===== src/rtl/comparator_pulse_sequencer.sv =====
// comparator_pulse_sequencer
//
// Fires a burst of identical test pulses into a comparator channel group and
// checks the comparator response after each pulse. Each pulse is W cycles of
// pulse_en (W = max(pulse_width,1)), followed by bx_delay quiet cycles and a
// single READ cycle. In the READ cycle the halfstrip and compout results are
// captured and compared against their expected values. Halfstrips are
// compared only under the mask. Mismatches feed saturating error counters and
// a sticky per-bit error map.
//
// Ports
//   clk, reset          system clock, synchronous active-high reset
//   fire_pulse          start a burst (sampled only while idle)
//   abort               end the burst immediately, no readout
//   num_pulses          pulses per burst (0 = fire ignored)
//   pulse_width         pulse_en high cycles (0 behaves as 1)
//   bx_delay            quiet cycles between pulse_en fall and readout
//   compin_inject       drive compin while pulse_en is high
//   halfstrips*         comparator result, expected value, compare mask
//   compout*            comparator output and its expected value
//   errcnt_rst          clear error counters and error map
//   pulse_en, compin    pulser drive outputs
//   pulser_ready        high while idle
//   burst_done          one-cycle strobe when the last readout completes
//   pulse_count         readouts completed in the current/last burst
//   halfstrips_errcnt   readouts with a masked halfstrip mismatch
//   compout_errcnt      readouts with a compout mismatch
//   halfstrips_errmap   sticky OR of masked mismatching halfstrip bits
//   halfstrips_last     halfstrips captured at the last readout
//   compout_last        compout captured at the last readout
module comparator_pulse_sequencer #(
    parameter int NHS   = 32,
    parameter int CNT_W = 32,
    parameter int WID_W = 4,
    parameter int DLY_W = 3,
    parameter int NP_W  = 16
) (
    input  logic             clk,
    input  logic             reset,
    input  logic             fire_pulse,
    input  logic             abort,
    input  logic [NP_W-1:0]  num_pulses,
    input  logic [WID_W-1:0] pulse_width,
    input  logic [DLY_W-1:0] bx_delay,
    input  logic             compin_inject,
    input  logic [NHS-1:0]   halfstrips,
    input  logic [NHS-1:0]   halfstrips_expect,
    input  logic [NHS-1:0]   halfstrips_mask,
    input  logic             compout,
    input  logic             compout_expect,
    input  logic             errcnt_rst,
    output logic             pulse_en,
    output logic             compin,
    output logic             pulser_ready,
    output logic             burst_done,
    output logic [NP_W-1:0]  pulse_count,
    output logic [CNT_W-1:0] halfstrips_errcnt,
    output logic [CNT_W-1:0] compout_errcnt,
    output logic [NHS-1:0]   halfstrips_errmap,
    output logic [NHS-1:0]   halfstrips_last,
    output logic             compout_last
);

    typedef enum logic [1:0] {
        IDLE = 2'd0,
        ON   = 2'd1,
        OFF  = 2'd2,
        READ = 2'd3
    } state_t;

    state_t state;

    // Burst configuration, frozen when the burst starts.
    logic [NP_W-1:0]  num_lat;
    logic [WID_W-1:0] wid_lat;
    logic [DLY_W-1:0] dly_lat;
    logic             inj_lat;

    // Down-counters holding the remaining cycles of ON / OFF minus one.
    logic [WID_W-1:0] on_cnt;
    logic [DLY_W-1:0] off_cnt;

    logic [NHS-1:0]   hs_diff;
    logic             hs_err;
    logic             co_err;
    logic [NP_W:0]    next_count;
    logic             more_pulses;

    function automatic logic [CNT_W-1:0] sat_inc(input logic [CNT_W-1:0] v);
        return (&v) ? v : v + CNT_W'(1);
    endfunction

    // ON length is max(w,1) cycles; the counter is loaded with length-1.
    function automatic logic [WID_W-1:0] on_load(input logic [WID_W-1:0] w);
        return (w == '0) ? '0 : w - WID_W'(1);
    endfunction

    always_comb begin
        hs_diff     = (halfstrips ^ halfstrips_expect) & halfstrips_mask;
        hs_err      = |hs_diff;
        co_err      = (compout != compout_expect);
        // One bit wider so the compare against num_lat cannot overflow.
        next_count  = {1'b0, pulse_count} + (NP_W + 1)'(1);
        more_pulses = (next_count < {1'b0, num_lat});
    end

    always_ff @(posedge clk) begin
        if (reset) begin
            state             <= IDLE;
            num_lat           <= '0;
            wid_lat           <= '0;
            dly_lat           <= '0;
            inj_lat           <= 1'b0;
            on_cnt            <= '0;
            off_cnt           <= '0;
            pulse_en          <= 1'b0;
            compin            <= 1'b0;
            pulser_ready      <= 1'b1;
            burst_done        <= 1'b0;
            pulse_count       <= '0;
            halfstrips_errcnt <= '0;
            compout_errcnt    <= '0;
            halfstrips_errmap <= '0;
            halfstrips_last   <= '0;
            compout_last      <= 1'b0;
        end else begin
            burst_done <= 1'b0;

            if (abort && state != IDLE) begin
                // Abort drops the pulse without a readout; pulse_count holds.
                state        <= IDLE;
                pulse_en     <= 1'b0;
                compin       <= 1'b0;
                pulser_ready <= 1'b1;
            end else begin
                case (state)
                    IDLE: begin
                        pulser_ready <= 1'b1;
                        if (fire_pulse && num_pulses != '0) begin
                            num_lat      <= num_pulses;
                            wid_lat      <= pulse_width;
                            dly_lat      <= bx_delay;
                            inj_lat      <= compin_inject;
                            pulse_count  <= '0;
                            on_cnt       <= on_load(pulse_width);
                            pulse_en     <= 1'b1;
                            compin       <= compin_inject;
                            pulser_ready <= 1'b0;
                            state        <= ON;
                        end
                    end

                    ON: begin
                        if (on_cnt == '0) begin
                            pulse_en <= 1'b0;
                            compin   <= 1'b0;
                            if (dly_lat != '0) begin
                                off_cnt <= dly_lat - DLY_W'(1);
                                state   <= OFF;
                            end else begin
                                state   <= READ;
                            end
                        end else begin
                            on_cnt <= on_cnt - WID_W'(1);
                        end
                    end

                    OFF: begin
                        if (off_cnt == '0) begin
                            state <= READ;
                        end else begin
                            off_cnt <= off_cnt - DLY_W'(1);
                        end
                    end

                    READ: begin
                        halfstrips_last <= halfstrips;
                        compout_last    <= compout;
                        pulse_count     <= next_count[NP_W-1:0];
                        if (hs_err) begin
                            halfstrips_errcnt <= sat_inc(halfstrips_errcnt);
                            halfstrips_errmap <= halfstrips_errmap | hs_diff;
                        end
                        if (co_err) begin
                            compout_errcnt <= sat_inc(compout_errcnt);
                        end
                        if (more_pulses) begin
                            on_cnt   <= on_load(wid_lat);
                            pulse_en <= 1'b1;
                            compin   <= inj_lat;
                            state    <= ON;
                        end else begin
                            burst_done   <= 1'b1;
                            pulser_ready <= 1'b1;
                            state        <= IDLE;
                        end
                    end

                    default: state <= IDLE;
                endcase
            end

            // Clearing the error state takes priority over a same-cycle
            // readout increment; the *_last capture above is unaffected.
            if (errcnt_rst) begin
                halfstrips_errcnt <= '0;
                compout_errcnt    <= '0;
                halfstrips_errmap <= '0;
            end
        end
    end

endmodule

===== config.mk =====
export PLATFORM = sky130hd
export DESIGN_NAME = comparator_pulse_sequencer
export DESIGN_NICKNAME = d
export VERILOG_FILES = /design/src/rtl/comparator_pulse_sequencer.sv
export SDC_FILE = /design/constraint.sdc
export NUM_CORES = 1
export LEC_CHECK = 0
export CELL_PAD_IN_SITES_DETAIL_PLACEMENT = 1
export CELL_PAD_IN_SITES_GLOBAL_PLACEMENT = 1
export CORE_AREA = 2 2 137 206
export CTS_CLUSTER_DIAMETER = 40
export DETAILED_ROUTE_END_ITERATION = 6
export DIE_AREA = 0 0 139 208
export PLACE_DENSITY_LB_ADDON = 0.1
export RECOVER_POWER = 50
export SETUP_SLACK_MARGIN = 0.4
export SYNTH_ARGS = -nofsm -noshare
export SYNTH_HDL_FRONTEND = slang
export SYNTH_SLANG_ARGS = --single-unit

===== constraint.sdc =====
create_clock -name clk -period 3.9 [get_ports clk]
set_input_delay 1.17 -clock clk [delete_from_list [all_inputs] [get_ports clk]]
set_output_delay 1.17 -clock clk [all_outputs]
set_load 0.02 [all_outputs]

==> metrics <==
status=complete, no violations; Clock power frac=35.8%; CTS Hold Bufs=0; fill count=3,258; post-synthesis sequential area ratio=40.1%; drt pass-1 iters=4; CTS Buf Count=17; Clock transition at path regs=0.07 ns; Tcrit/Tclk final=84.8%; Arr. time, crit path=3.64 ns; final setup vio count=0; Detailed Route Iter0 Violations=352; net switching power=1.60 mW; Layout Cells excl Fill=1,730; max_slew headroom=33.9%; post-DP HPWL=25.5 mm; fin crit period=3.31 ns; met1 Use GR=27.0%; Worst VDD drop=0.000321 V; vias per inst=5.36; die area=28,900 um^2; worst-path cell chain=nand3_1, or3_4, nor2_4, nand3_2, xnor2_1, ha_1, nand2_1, nor3_1, nand3_1, o311ai_1, buf_4, nor2_4, o21a_1; Post-Place Worst Slack=0.132 ns; Vias=9,267; hold crit path type=register to register; cell area after synthesis=9080 um^2; Placed Instances=1,698; synthesis-stage register bit count=182; grt met2 use=42.1%; CP Buf/Inv Count=1; gr usage total=23.2%; power per cell area=405 nW/um^2; Worst-Margin Slew=0.991 ns; worst r2r path cells=13; area occupied by multi-input gates=5140 um^2; Synth warnings=0; final hold vios=0; critical path class=register to register; vias in the first global route=9,681; reg2reg start=pulse_count[0]; initial antenna violation count=2; total core area=27,000 um^2; H-tree depth=4; library cells used by synthesis=63; Worst-Skew Late Latency=0.44 ns; sequential share of power=39.1%; row count=74; Final ANT Viol Nets=0; grt ovf=0; Mapped Avg Cell Area=8.14 um^2; final hold slack=0.453 ns; CP Capture Type=register; RSZ-0062 raised after global routing=no; Hold Startpoint=halfstrips_last[3]; achievable frequency=302 MHz; hold endpoint=halfstrips_last[3]; internal power=3.63 mW; crit start category=register; RR Endpoint=on_cnt[2]; largest net degree at the start of global routing=77; die height=208 um; combinational share of power=25.0%; routability cong.=0.827; Max-Cap Viols=0; Lkg Pwr=4.71 nW; family with the most delay on the worst path=simple AND/OR/NAND/NOR gates; Final #Nets=1,529; CTS tree=yes; main flop type after synthesis=dfxtp_1; Area growth syn-to-layout=42.4%; Fin Setup TNS=0 ns; reg2reg setup slack=0.59 ns; Post-synth EDFFs=0; area occupied by registers=3650 um^2; layout cell share with drive strength beyond 1=5.84%; Layout Skew=0.00865 ns; CP required=4.23 ns; Syn Nets=1,269; CP Max Fanout=5; wirelength, routed=33.9 mm; global-route layer with the greatest usage=met2; CTS Buffer Depth=2; Clock Sinks=182; biggest cell delay along the critical path=0.47 ns; Critical-path top delay cell=or3_4; Starting Density=33.6%; port buffer count=275; switching part of the total power=30.5%; worst setup margin=0.591 ns; I/O Pins=276; wire per inst=19.6 um; routing usage on met3=4.67%; global-route wire length before repair=53.7 mm; die width=139 um; Final Max Tran Viols=0; Async SR Flop Fraction=0%; DRC violations left=0; Clk Tree Root Cell=clkbuf_16; Post-Synthesis Cells=1,115; Cells on Worst Hold Path=2
## power groups by stage
stage | logic [mW] | registers [mW] | clock network [mW]
after detailed placement | 1.31 | 2.09 | 0
after floorplan | 0.751 | 2.11 | 0
after global routing | 1.45 | 2.07 | 2.00
final | 1.31 | 2.05 | 1.88
after CTS | 1.33 | 2.05 | 1.92
after global placement | 1.29 | 2.09 | 0
## per-layer routing
metal / vias to the layer above / wire, um / share of wire [%]
met4: 0 / 915 / 2.7
met1: 4475 / 13800 / 41
met3: 44 / 1480 / 4.4
met5: - / 0 / 0
li1: 4526 / - / -
met2: 222 / 17700 / 52
## cell usage in the layout (no fill, tap or decap), types with 13 or more instances in the layout
| cell | n |
|---|---|
| a21oi_1 | 98 |
| a22oi_1 | 16 |
| a31oi_1 | 33 |
| and3_1 | 16 |
| and4_1 | 13 |
| buf_4 | 21 |
| clkbuf_16 | 17 |
| clkdlybuf4s50_1 | 190 |
| dfxtp_1 | 179 |
| dlygate4sd3_1 | 84 |
| ha_1 | 26 |
| inv_1 | 31 |
| nand2_1 | 147 |
| nand3_1 | 68 |
| nand4_1 | 25 |
| nor2_1 | 88 |
| nor3_1 | 19 |
| nor4_1 | 14 |
| o21ai_0 | 31 |
| or3_1 | 34 |
| xnor2_1 | 18 |
| xor2_1 | 62 |
## worst reg2reg max path, cell delays in order (launching register included)
cell and delay, ns:
dfxtp_4 0.39, nand3_1 0.12, or3_4 0.47, nor2_4 0.21, nand3_2 0.16, xnor2_1 0.18
ha_1 0.28, nand2_1 0.06, nor3_1 0.25, nand3_1 0.26, o311ai_1 0.40, buf_4 0.21
nor2_4 0.05, o21a_1 0.16
## sequential cells by signal, summed over array words and instances (netlist names), 2 cells and up
signal / cells
compout_errcnt: 32
halfstrips_errcnt: 32
halfstrips_errmap: 32
halfstrips_last: 32
num_lat: 16
pulse_count: 16
on_cnt: 4
wid_lat: 4
dly_lat: 3
off_cnt: 3
state: 2
## worst max path at each step
| stage | startpoint | end | slack [ns] | depth (start not counted) |
|---|---|---|---|---|
| floorplan | pulse_count[0] | on_cnt[0] | 0.58 | 13 |
| global placement | pulse_count[0] | on_cnt[1] | 0.14 | 14 |
| detailed placement | pulse_count[0] | pulse_en | 0.13 | 12 |
| CTS | pulse_count[1] | on_cnt[0] | 0.40 | 15 |
| global route | pulse_count[0] | compin | 0.43 | 15 |
| finish | pulse_count[0] | on_cnt[2] | 0.59 | 13 |
## through the flow
step	instance area [um^2]	total power, mW	util (%)
final	12900	5.23	47.8
after global routing	12900	5.52	47.8
after CTS	12900	5.31	47.8
after detailed placement	12300	3.40	45.4
after global placement	12300	3.37	45.4
after floorplan	9080	2.87	-
## what timing repair did
action / 4_1_cts / 5_1_grt
buffers inserted: 0 / 0
pin swaps: 1 / 1
endpoints found under the setup margin: 6 / 6
gates resized for setup: 7 / 8
## synth_stat cells (18+ instances only)
library cell	count	share of area, %
or3_1	35	2.4
inv_1	31	1.3
nand2_1	147	6.1
ha_1	27	3.7
nor3_1	19	1.0
o21ai_0	32	1.8
nand3_1	69	3.8
a31oi_1	33	2.3
xnor2_1	18	1.7
nor2_1	90	3.7
nand4_1	25	1.7
clkbuf_1	48	2.0
xor2_1	62	6.0
dfxtp_1	182	40
a21oi_1	98	5.4
## layout make-up
type / instances / share of cell area [%]
clock inverter: 10 / 1.39
clock buffer: 20 / 3.38
sequential: 182 / 28.2
antenna: 2 / 0.0387
tap: 342 / 3.31
multi-input combinational: 840 / 39.7
timing repair buffer: 302 / 23.0
inverter: 32 / 0.929
## logic make-up after synthesis
kind of cell	synth area share, %
and+or+nand+nor	26.1
buffers and inverters	4.01
xor gates and xnor gates	7.72
AOI/OAI and AO/OA	17.0
adders and majority gates	3.72
DFF	40.1
muxes	1.32
No activity file was read; power rests on OpenSTA's default activity.
==> variant, RTL diff (same settings) <==
Make the reset (`reset`) asynchronous in one clocked block. Comments in the files are not updated.
--- a/src/rtl/comparator_pulse_sequencer.sv
+++ b/src/rtl/comparator_pulse_sequencer.sv
@@ -104,7 +104,7 @@
         more_pulses = (next_count < {1'b0, num_lat});
     end
 
-    always_ff @(posedge clk) begin
+    always_ff @(posedge clk or posedge reset) begin
         if (reset) begin
             state             <= IDLE;
             num_lat           <= '0;
Check against the original RTL: differs if reset is asserted again (counterexample within 4 cycles, from zero or initial values and one cycle with reset high); with reset held inactive, the same outputs for 4 cycles.
==> variant against the original RTL <==
- sequential cell count is the same
- setup slack got worse by 67 ps
- power is 29% higher
- synthesized area up 7.2%
- wire length decreased by 4.4%
- design area is 4.4% higher
- fmax decreased by 2.0%
- cell count decreased by 5.1%
- via count down 5.8%
- largest cell class unchanged
==> variant: results <==
[synthesis]
synth_fa_ha_area_frac = 0.0347
synthDistinctLibCells = 72
synth_common_cells = dfrtp_1, nand2_1, nor2_1
synth_compound_area_frac = 0.113
synthFlopType = dfrtp_1
ys_seq_area_frac = 0.468
syn_inst = 1022
synth_area_leaders = dfrtp_1, nand2_1, xor2_1, mux2_2, nor2_1
synthArstFlopShare = 1.00
synthMuxAreaShare = 0.0626
yosysWarnings = 0
synth_nets = 1176
synth-xor-area-share = 0.0648

[hold_path]
min_path_type = flip-flop to flip-flop

[pwr]
vdd_drop_max_mv = 0.355
pg_clk_mw = 1.84
power_combinational_mw = 2.38
p_sw_frac = 0.349
pwr-share-comb = 0.352
power_leakage_nw = 5.91

[grt]
grt_antenna_before_repair = 3
grt_pass1_vias = 9366
grt_use_total = 0.226
grt_max_degree = 70
grt_pass1_wl_mm = 51.8

[finish]
layout-drive-gt1-share = 0.0941
layout.nets = 1439

[place]
place_ws_ps = 217
dp.cells = 1608
post_dp_cell_area_um2 = 12900
gp_congestion = 0.797
post-dp-hpwl_mm = 24.1

[detailed_routing]
drt_pass1_iterations = 4
wl_per_cell_um = 19.8
drtIter0Drc = 307
vias = 8726
via_per_inst = 5.32

[timing]
worst_clock_skew_ps = 10.8
max_slew_margin = 0.168

[clock_network]
cts_buffer_depth = 2
clkTransAtPathRegs_ps = 70
clock_latency_ps = 460

[critical_path]
cp.arrival_ps = 3760
crit_path_max_fanout = 49

[status]
outcome = complete, no violations
## variant: changes by cell type in the layout (fill, tap and decap cells not counted), sizes merged, moves of 9 or more
cell / delta
a21oi: -74
mux2: +48
o31ai: +10
dfxtp: -182
dfrtp: +181
nand3: -33
nor2b: +16
clkdlybuf4s50: +54
or3: -28
buf: -11
and4: -9
nor2: +22
dlygate4sd3: -54
## variant: cell type report
| cell class | count | area, µm² |
|---|---|---|
| Inverter | 39 | 148 |
| Tap cell | 342 | 428 |
| Fill cell | 3075 | 13500 |
| Antenna cell | 2 | 5.00 |
| Clock buffer | 22 | 484 |
| Timing Repair Buffer | 291 | 2890 |
| Sequential cell | 182 | 4560 |
| Multi-Input combinational cell | 754 | 4870 |
| Clock inverter | 9 | 124 |
## variant: critical path, cell delays in order
cell and delay, ps:
dlygate4sd3_1 590, nor2b_1 220, nor2_1 370, clkbuf_2 940, nand2_1 290, nand2_1 120
## variant: layer usage
metal / GRT usage / wire length, µm / vias up
met4: 0.0822 / 880 / 2
met3: 0.0656 / 1690 / 45
li1: - / - / 4110
met1: 0.250 / 12600 / 4376
met5: 0 / 13 / -
met2: 0.410 / 17200 / 193
## variant: repair_timing
action	4_1_cts	5_1_grt
pin swaps	1	0
setup endpoints to repair	5	7
cloned	0	0
resized for setup	3	9
## variant: path summary, 6_finish.rpt
check / end / startpoint / cells past startpoint / slack [ps]
worst max-delay path: halfstrips_last[3] / abort / 6 / 520
worst min-delay path: halfstrips_last[10] / halfstrips_last[10] / 2 / 470
worst max register to register: on_cnt[0] / pulse_count[0] / 12 / 560
worst min register to register: halfstrips_last[10] / halfstrips_last[10] / 2 / 470
max in group asynchronous: pulse_count[0] / reset / 3 / 820
min in group asynchronous: halfstrips_errcnt[3] / reset / 2 / 1440
